$ cat config.mk
export PLATFORM = sky130hd
export DESIGN_NAME = serial_sub
export DESIGN_NICKNAME = d
export VERILOG_FILES = /design/src/rtl/serial_sub.sv
export SDC_FILE = /design/constraint.sdc
export NUM_CORES = 1
export LEC_CHECK = 0
export ABC_CLOCK_PERIOD_IN_PS = 4650
export BUFFER_PORTS_ARGS = -buffer_cell sky130_fd_sc_hd__clkbuf_2
export CAP_MARGIN = 30
export CORE_ASPECT_RATIO = 0.8
export CORE_UTILIZATION = 50
export DETAILED_ROUTE_END_ITERATION = 7
export PLACE_DENSITY = 0.79
export SLEW_MARGIN = 20
export SYNTH_ARGS = -nofsm -noshare
export SYNTH_HDL_FRONTEND = slang
export SYNTH_SLANG_ARGS = --single-unit
$ cat constraint.sdc
create_clock -name clk -period 4.65 [get_ports clk]
set_input_delay 0.93 -clock clk [delete_from_list [all_inputs] [get_ports clk]]
set_output_delay 0.93 -clock clk [all_outputs]
set_load 0.05 [all_outputs]
$ cat src/rtl/serial_sub.sv
// Bit-serial unsigned subtractor: one result bit per clock, LSB first.
// A start in IDLE launches a WIDTH-cycle run, then a one-cycle DONE pulse.
module serial_sub #(
  parameter int WIDTH = 8
) (
  input  logic             clk,
  input  logic             rst_n,
  input  logic             start,
  input  logic [WIDTH-1:0] a,
  input  logic [WIDTH-1:0] b,
  output logic             ready,
  output logic             busy,
  output logic             done,
  output logic [WIDTH-1:0] diff,
  output logic             borrow
);

  // One extra counter bit so the count can never wrap back to zero.
  localparam int CW = $clog2(WIDTH) + 1;

  typedef enum logic [1:0] {
    IDLE = 2'd0,
    RUN  = 2'd1,
    DONE = 2'd2
  } state_t;

  state_t           state_reg;
  logic [WIDTH-1:0] a_reg;
  logic [WIDTH-1:0] b_reg;
  logic [WIDTH-1:0] res_reg;
  logic             br_reg;
  logic [CW-1:0]    cnt_reg;

  logic             bit_d;
  logic             br_next;
  logic [WIDTH-1:0] res_next;
  logic             last_bit;

  // Full-subtractor slice on the current LSBs of the operand shifters.
  assign bit_d    = a_reg[0] ^ b_reg[0] ^ br_reg;
  assign br_next  = (~a_reg[0] & b_reg[0]) | (~(a_reg[0] ^ b_reg[0]) & br_reg);
  assign res_next = {bit_d, res_reg[WIDTH-1:1]};
  assign last_bit = (cnt_reg == CW'(WIDTH - 1));

  always_ff @(posedge clk or negedge rst_n) begin
    if (!rst_n) begin
      state_reg <= IDLE;
      a_reg     <= '0;
      b_reg     <= '0;
      res_reg   <= '0;
      br_reg    <= 1'b0;
      cnt_reg   <= '0;
      diff      <= '0;
      borrow    <= 1'b0;
      ready     <= 1'b1;
      busy      <= 1'b0;
      done      <= 1'b0;
    end else begin
      case (state_reg)
        IDLE: begin
          if (start) begin
            a_reg     <= a;
            b_reg     <= b;
            res_reg   <= '0;
            br_reg    <= 1'b0;
            cnt_reg   <= '0;
            state_reg <= RUN;
            ready     <= 1'b0;
            busy      <= 1'b1;
          end
        end
        RUN: begin
          a_reg   <= a_reg >> 1;
          b_reg   <= b_reg >> 1;
          res_reg <= res_next;
          br_reg  <= br_next;
          cnt_reg <= cnt_reg + CW'(1);
          if (last_bit) begin
            diff      <= res_next;
            borrow    <= br_next;
            state_reg <= DONE;
            busy      <= 1'b0;
            done      <= 1'b1;
          end
        end
        DONE: begin
          state_reg <= IDLE;
          done      <= 1'b0;
          ready     <= 1'b1;
        end
        default: begin
          state_reg <= IDLE;
          ready     <= 1'b1;
          busy      <= 1'b0;
          done      <= 1'b0;
        end
      endcase
    end
  end

endmodule

=== After elaboration in Yosys (flattened, before gate mapping) ===
Index checks and enable logic that the tools add are counted.

* Bits of input ports: 19
* Logic and storage cells: 54
* Output and inout bits: 12
* Bits in registers: 43

* Reduce and logical (&&, ||, !) cells: 8
* Bitwise operators: 10
* Add/subtract/negate cells: 1
* Muxes and demuxes: 19
* Equality and inequality tests: 5

{| class="wikitable"
|+ Operator list
! cell !! count
|-
| 8-bit case mux with 2 select lines || 3
|-
| 8-bit 2-to-1 mux || 3
|-
| 2-bit AND reduction || 5
|-
| 4-bit case mux with 2 select lines || 1
|-
| 1-bit case mux with 2 select lines || 3
|-
| 1-bit inverter || 5
|-
| 4-bit by 1-bit adder with 4-bit output, second input constant || 1
|-
| 4-bit by 3-bit == test with 1-bit output, second input constant || 1
|-
| 1-bit 2-to-1 mux || 4
|-
| 2-bit 2-to-1 mux || 2
|-
| 4-bit 2-to-1 mux || 1
|-
| 2-bit inequality test, second input constant || 2
|-
| 2-bit case mux with 2 select lines || 1
|-
| 1-bit case mux with 3 select lines || 1
|-
| 3-bit AND reduction || 1
|-
| 1-bit bitwise AND || 2
|-
| 2-bit by 1-bit == test with 1-bit output, second input constant || 1
|-
| 2-bit == test, second input constant || 1
|-
| 2-bit zero test || 1
|-
| 2-bit nonzero test || 1
|-
| 1-bit bitwise XOR || 2
|-
| 1-bit OR || 1
|}

=== Depth between registers and ports, before layout ===
Gate-level depths: netlist of run 1.

* Word-level depth: 5
* Mapped depth: 5
* Depth with buffers taken out: 4

=== Worst setup path after synthesis of run 1 ===
Ideal clock, no wire load.

* Path type: input-to-reg
* From: input port start
* To: register cnt_reg[0]
* Data arrival time: 1547 ps
* Stages on the path: 4
* Setup time: 83 ps
* Slack: 3020 ps
* Required time: 4567 ps
* Path buffers: 1
* Path through: o21bai_1 -> buf_2 -> nand2_1 -> o21ai_0

* Cells in the longest elaborated chain, start to end: 2

{| class="wikitable"
|+ RTL lines
! item !! line !! text
|-
| from (decl) || 8 || <nowiki>input logic start,</nowiki>
|-
| 2-bit inequality test (no source line) || -- ||
|-
| 2-bit AND reduction (no source line) || -- ||
|-
| to (signal assigned) || 77 || <nowiki>cnt_reg <= cnt_reg + CW'(1);</nowiki>
|-
| to (decl) || 32 || <nowiki>logic [CW-1:0] cnt_reg;</nowiki>
|}

No other way between the ends.
A chain may end at the register's enable or synchronous reset.

=== Worst setup path in the final report of run 1 ===
* From: register ready
* To: output port ready

{| class="wikitable"
|+ RTL lines
! item !! line !! text
|-
| from (decl) || 11 || <nowiki>output logic ready,</nowiki>
|-
| from (signal assigned) || 55 || <nowiki>ready <= 1'b1;</nowiki>
|-
| from (signal assigned) || 68 || <nowiki>ready <= 1'b0;</nowiki>
|-
| from (signal assigned) || 89 || <nowiki>ready <= 1'b1;</nowiki>
|}

No word-level cell between the ends.

==> results of run 1 <==
==> power by group through the flow <==
| stage | Sequential [µW] | Clock (µW) | Combinational [µW] |
|---|---|---|---|
| floorplan | 774 | 0 | 389 |
| global placement | 658 | 0 | 621 |
| detailed placement | 665 | 0 | 650 |
| CTS | 660 | 296 | 658 |
| global route | 688 | 315 | 710 |
| finish | 662 | 293 | 659 |
==> cell usage after synthesis <==
cell,instances
a21o_2,1
a21oi_1,15
a22o_1,9
a22oi_1,14
a2bb2oi_1,1
and2_2,1
and2_4,1
and2b_1,6
and3b_1,2
buf_12,1
buf_2,5
buf_4,1
clkbuf_1,3
dfrtp_1,41
dfstp_2,1
fa_1,1
ha_1,1
inv_1,6
mux2_2,2
mux2_4,7
mux2i_1,1
nand2_1,7
nand3_1,1
nor2_1,2
nor2b_1,10
o21ai_0,18
o21ai_1,1
o21bai_1,1
o31ai_1,1
o32ai_1,1
==> final timing paths <==
| check | from | endpoint | slack, ns | cells after the start |
|---|---|---|---|---|
| setup / recovery | ready | ready | 2.62 | 1 |
| hold / removal | done | done | 0.49 | 1 |
| setup reg to reg | state_reg[0] | diff[5] | 2.83 | 3 |
| hold reg to reg | done | done | 0.49 | 1 |
| max in group asynchronous | rst_n | a_reg[5] | 3.58 | 2 |
| min in group asynchronous | rst_n | diff[0] | 0.57 | 1 |
==> final cells by class <==
class,count,share of cell area (%)
clock buffers,5,3.16
clock inverters,3,2.07
flip-flops and latches,42,48.3
well taps,42,2.41
inverters,6,1.03
multi-input cells,104,34.2
repair buffers,33,8.84
==> stage by stage <==
step           cell area [µm²]  worst slack (ns)  hold WS [ns]  utilization (%)  cells
4_1_cts                   2170              2.50         0.498             61.7    234
3_3_place_gp              2030              2.29         0.464             57.7    225
6_report                  2180              2.62         0.491             61.9    235
5_1_grt                   2180              2.59         0.509             61.9    235
3_5_place_dp              2060              2.21         0.478             58.5    226
2_1_floorplan             1880              3.02         0.450                -    162
==> kinds of logic (layout without fill, tap and decap cells) <==
logic type               Yosys count  in the layout  share of synthesized area (%)
AO/OA/AOI/OAI                     62             62                           21.0
adder cells (fa/ha/maj)            2              2                           1.73
buffers and inverters             16             47                           4.58
flip-flops                        42             42                           55.8
multiplexers                      10             10                           7.30
AND/OR/NAND/NOR                   30             30                           9.56
==> layer usage <==
layer,global-route usage (%),part of all wire [%]
met5,0,0
met4,6.00,0.92
met3,6.64,4.1
met2,35.0,49
met1,26.5,46
==> run summary, run 1 <==
Worst EP arrival: 1.10 ns
Leak: 0.00104 µW
Flop pwr share: 41.0%
vias: 1361
Pwr Density: 740 nW/µm²
P&R area growth vs syn: 15.7%
main area contributors after synthesis: dfrtp_1 54%, a22oi_1 5.6%, mux2_4 5.6%
Crit Path Class: reg2out
clock sink total: 42
Clk Latency, worst-skew pair: 0.30 ns
I/O pin count: 31
outcome: finished with violations
Post-CTS Setup Repair Bufs: 0
DP Wirelength: 2.43 mm
Crit-path slowest cell: dfstp_2
Reg area: 1050 µm²
Final Critical Period: 2.03 ns
Netlist cell types: 30
largest net degree at the start of global routing: 27
pins over their slew limit: 0
H-tree levels: 2
share of post-route cells with drive strength above 1: 28.0%
chip height: 56.9 µm
Multi-input gate area: 746 µm²
post-layout power: 1610 µW
Required @ worst endpoint: 3.72 ns
Synth Register Bits: 42
CTS tree: yes
sequential-to-total area share from yosys stat: 55.8%
Die W: 70.6 µm
Final Net Count: 213
total congestion overflow: 0
max_cap viols: 0
initial antenna violation count: 0
Max stage delay on crit path: 0.53 ns
global-route wire length before repair: 6.35 mm
net load switching power: 662 µW
ant diodes: 0
TritonRoute pass-1 iters: 6
vias in the first global route: 1430
cells along the critical path: clkbuf_2
Resize count post-CTS: 0
TritonCTS buffer count: 5
row cnt: 19
setup violators final: 0
Final Hold Vio Count: 0
Largest delay share family, worst path: flip-flops
routability cong.: 0.741
Max FO, Critical Path: 2
commonest non-fill, non-tap cell in the layout: dfrtp_1
clock share of power: 18.1%
Tcrit/Tclk final: 43.6%
Hold/Removal Path Class: reg2reg
total negative setup slack: 0 ns
drt initial violations: 112
Startpoint Class: flop
Starting Density: 53.6%
Yosys top cell area share: 54.4%
syn_nets: 183
worst path bufs/invs: 1
Rel. slew slack: 54.9%
CP Capture Type: output port
WL final: 3.69 mm
Clock Root Buffer: clkbuf_8
commonest cells after routing, fill and taps aside: 41 x dfrtp_1, 30 x clkbuf_2, 18 x o21ai_0
I/O Buffers: 30
switching share of power: 41.1%
fill cell count: 292
hold buffers post-CTS: 0
clock-pin transition on the worst setup and hold timing paths: 0.09 ns
Worst-Margin Slew: 0.677 ns
failing checks: DRC
die area: 4020 µm²
Yosys top cell by area: dfrtp_1
unrepaired setup endpoints after global routing: no
cell count after synthesis: 162
Longest Clk Path Bufs: 2
Max Clock Skew: 0.0104 ns
internal power: 951 µW
total global-route track usage: 20.9%
Netlist Area Pre-Place: 1880 µm²
fmax: 0.493 GHz
Peak VDD IR: 0.421 mV
Gate power share: 40.8%
core area: 3520 µm²
Antenna Nets Post-Route: 0
warning count from the yosys run: 0
WL/cell: 15.7 µm
number of remaining DRC errors: 4
syn avg cell area: 11.6 µm²
DR vias/cell: 5.79
(Power assumes the default switching activity.)
==> run 2, diff against run 1 <==
Settings changed: ABC_CLOCK_PERIOD_IN_PS 4650 to 2000.
Clock period 4.65 ns to 2 ns, I/O delays scaled along.
==> run 2 against run 1 <==
Net effect: the run still ends with DRC left; total power rose by 140%; sequential share of layout area decreased by 0.33 points; final cell count is 1.7% higher; combinational power grew to 2.5 times the previous value; highest routed layer unchanged; critical path depth grew 3; critical path type is now reg2reg; largest power group is now combinational logic.
==> run summary, run 2 (synthesis results as in run 1) <==
I/O Buffers: 30
Final Net Count: 217
global-route wire length before repair: 6.88 mm
DR vias/cell: 5.74
Pwr Density: 1730 nW/µm²
number of remaining DRC errors: 3
largest net degree at the start of global routing: 25
total congestion overflow: 0
Largest delay share family, worst path: simple AND/OR/NAND/NOR gates
Max stage delay on crit path: 0.38 ns
post-layout power: 3800 µW
Starting Density: 53.6%
H-tree levels: 2
Hold/Removal Path Class: in2async
FF-to-FF Start: cnt_reg[0]
Worst EP arrival: 1.70 ns
Longest Clk Path Bufs: 2
R2R Path End: diff[5]
row cnt: 19
commonest non-fill, non-tap cell in the layout: dfrtp_1
fmax: 0.660 GHz
pins over their slew limit: 0
Max Clock Skew: 0.00383 ns
total global-route track usage: 23.3%
TritonRoute pass-1 iters: 6
Final Core Density: 62.4%
routability cong.: 0.746
setup violators final: 0
Antenna Nets Post-Route: 0
core area: 3520 µm²
Crit-path slowest cell: dfrtp_1
Clk Latency, worst-skew pair: 0.30 ns
drt initial violations: 79
commonest cells after routing, fill and taps aside: 41 x dfrtp_1, 30 x clkbuf_2, 18 x o21ai_0
DP Wirelength: 2.74 mm
total negative setup slack: 0 ns
Post-CTS Setup Repair Bufs: 0
Resize count post-CTS: 0
die area: 4020 µm²
R2R setup slack: 0.49 ns
failing checks: DRC
Leak: 0.00105 µW
Final Critical Period: 1.51 ns
Required @ worst endpoint: 2.18 ns
vias in the first global route: 1444
WL/cell: 17.1 µm
length in cells of the worst reg-to-reg path: 4
outcome: finished with violations
TritonCTS buffer count: 5
Placed Cells: 231
non-filler instance count after layout: 239
Max FO, Critical Path: 11
chip height: 56.9 µm
vias: 1373
P&R area growth vs syn: 16.5%
Clock Root Buffer: clkbuf_8
ant diodes: 0
Rel. slew slack: 61.6%
worst path bufs/invs: 0
share of post-route cells with drive strength above 1: 28.4%
CTS tree: yes
Tcrit/Tclk final: 75.7%
Die W: 70.6 µm
max_cap viols: 0
initial antenna violation count: 0
unrepaired setup endpoints after global routing: no
I/O pin count: 31
Startpoint Class: flop
clock sink total: 42
Peak VDD IR: 0.936 mV
cells along the critical path: ha_1 -> and3b_1 -> and2_4 -> mux2_2
clock-pin transition on the worst setup and hold timing paths: 0.08 ns
Final Hold Vio Count: 0
WL final: 4.08 mm
CP Capture Type: flop
Worst-Margin Slew: 0.577 ns
Crit Path Class: reg2reg
hold buffers post-CTS: 0
==> run 2: worst max path at each step <==
stage                            start        to  slack, ns  cells past startpoint
after floorplan             cnt_reg[0]   diff[0]       0.51                      5
after global placement      cnt_reg[0]   diff[5]       0.53                      4
after detailed placement         start  a_reg[6]       0.46                      4
after CTS                   cnt_reg[0]   diff[5]       0.49                      4
after global routing      state_reg[1]  a_reg[6]       0.37                      3
final                       cnt_reg[0]   diff[5]       0.49                      4
==> run 2: metal layers <==
| metal | vias to the layer above | track usage (%) | wire [µm] |
|---|---|---|---|
| li1 | 648 | - | - |
| met1 | 694 | 31.6 | 1900 |
| met2 | 23 | 34.8 | 1960 |
| met3 | 8 | 8.08 | 137 |
| met4 | 0 | 9.14 | 83 |
| met5 | - | 0 | 0 |
==> run 2: final cells by class <==
cell class / instances / area, µm²
Clock buffer: 7 / 76.3
Clock inverter: 1 / 30.0
Fill cell: 294 / 1320
Inverter: 6 / 22.5
Multi-Input combinational cell: 104 / 746
Sequential cell: 42 / 1050
Tap cell: 42 / 52.6
Timing Repair Buffer: 37 / 215
==> run 2: stage by stage <==
stage | hold WS [ns] | setup slack, ns | instance area (µm²)
after global placement | 0.405 | 0.526 | 2090
after global routing | 0.110 | 0.373 | 2190
final | 0.0838 | 0.486 | 2190
after floorplan | 0.104 | 0.509 | 1880
after detailed placement | 0.417 | 0.464 | 2090
after CTS | 0.0990 | 0.493 | 2190
==> run 2: report_power, final <==
| group | total [µW] | internal (µW) | leakage, µW | switching, µW |
|---|---|---|---|---|
| combinational | 1660 | 654 | 0.000464 | 1010 |
| clock | 653 | 373 | 0.0000524 | 280 |
| sequential | 1490 | 1220 | 0.000537 | 269 |
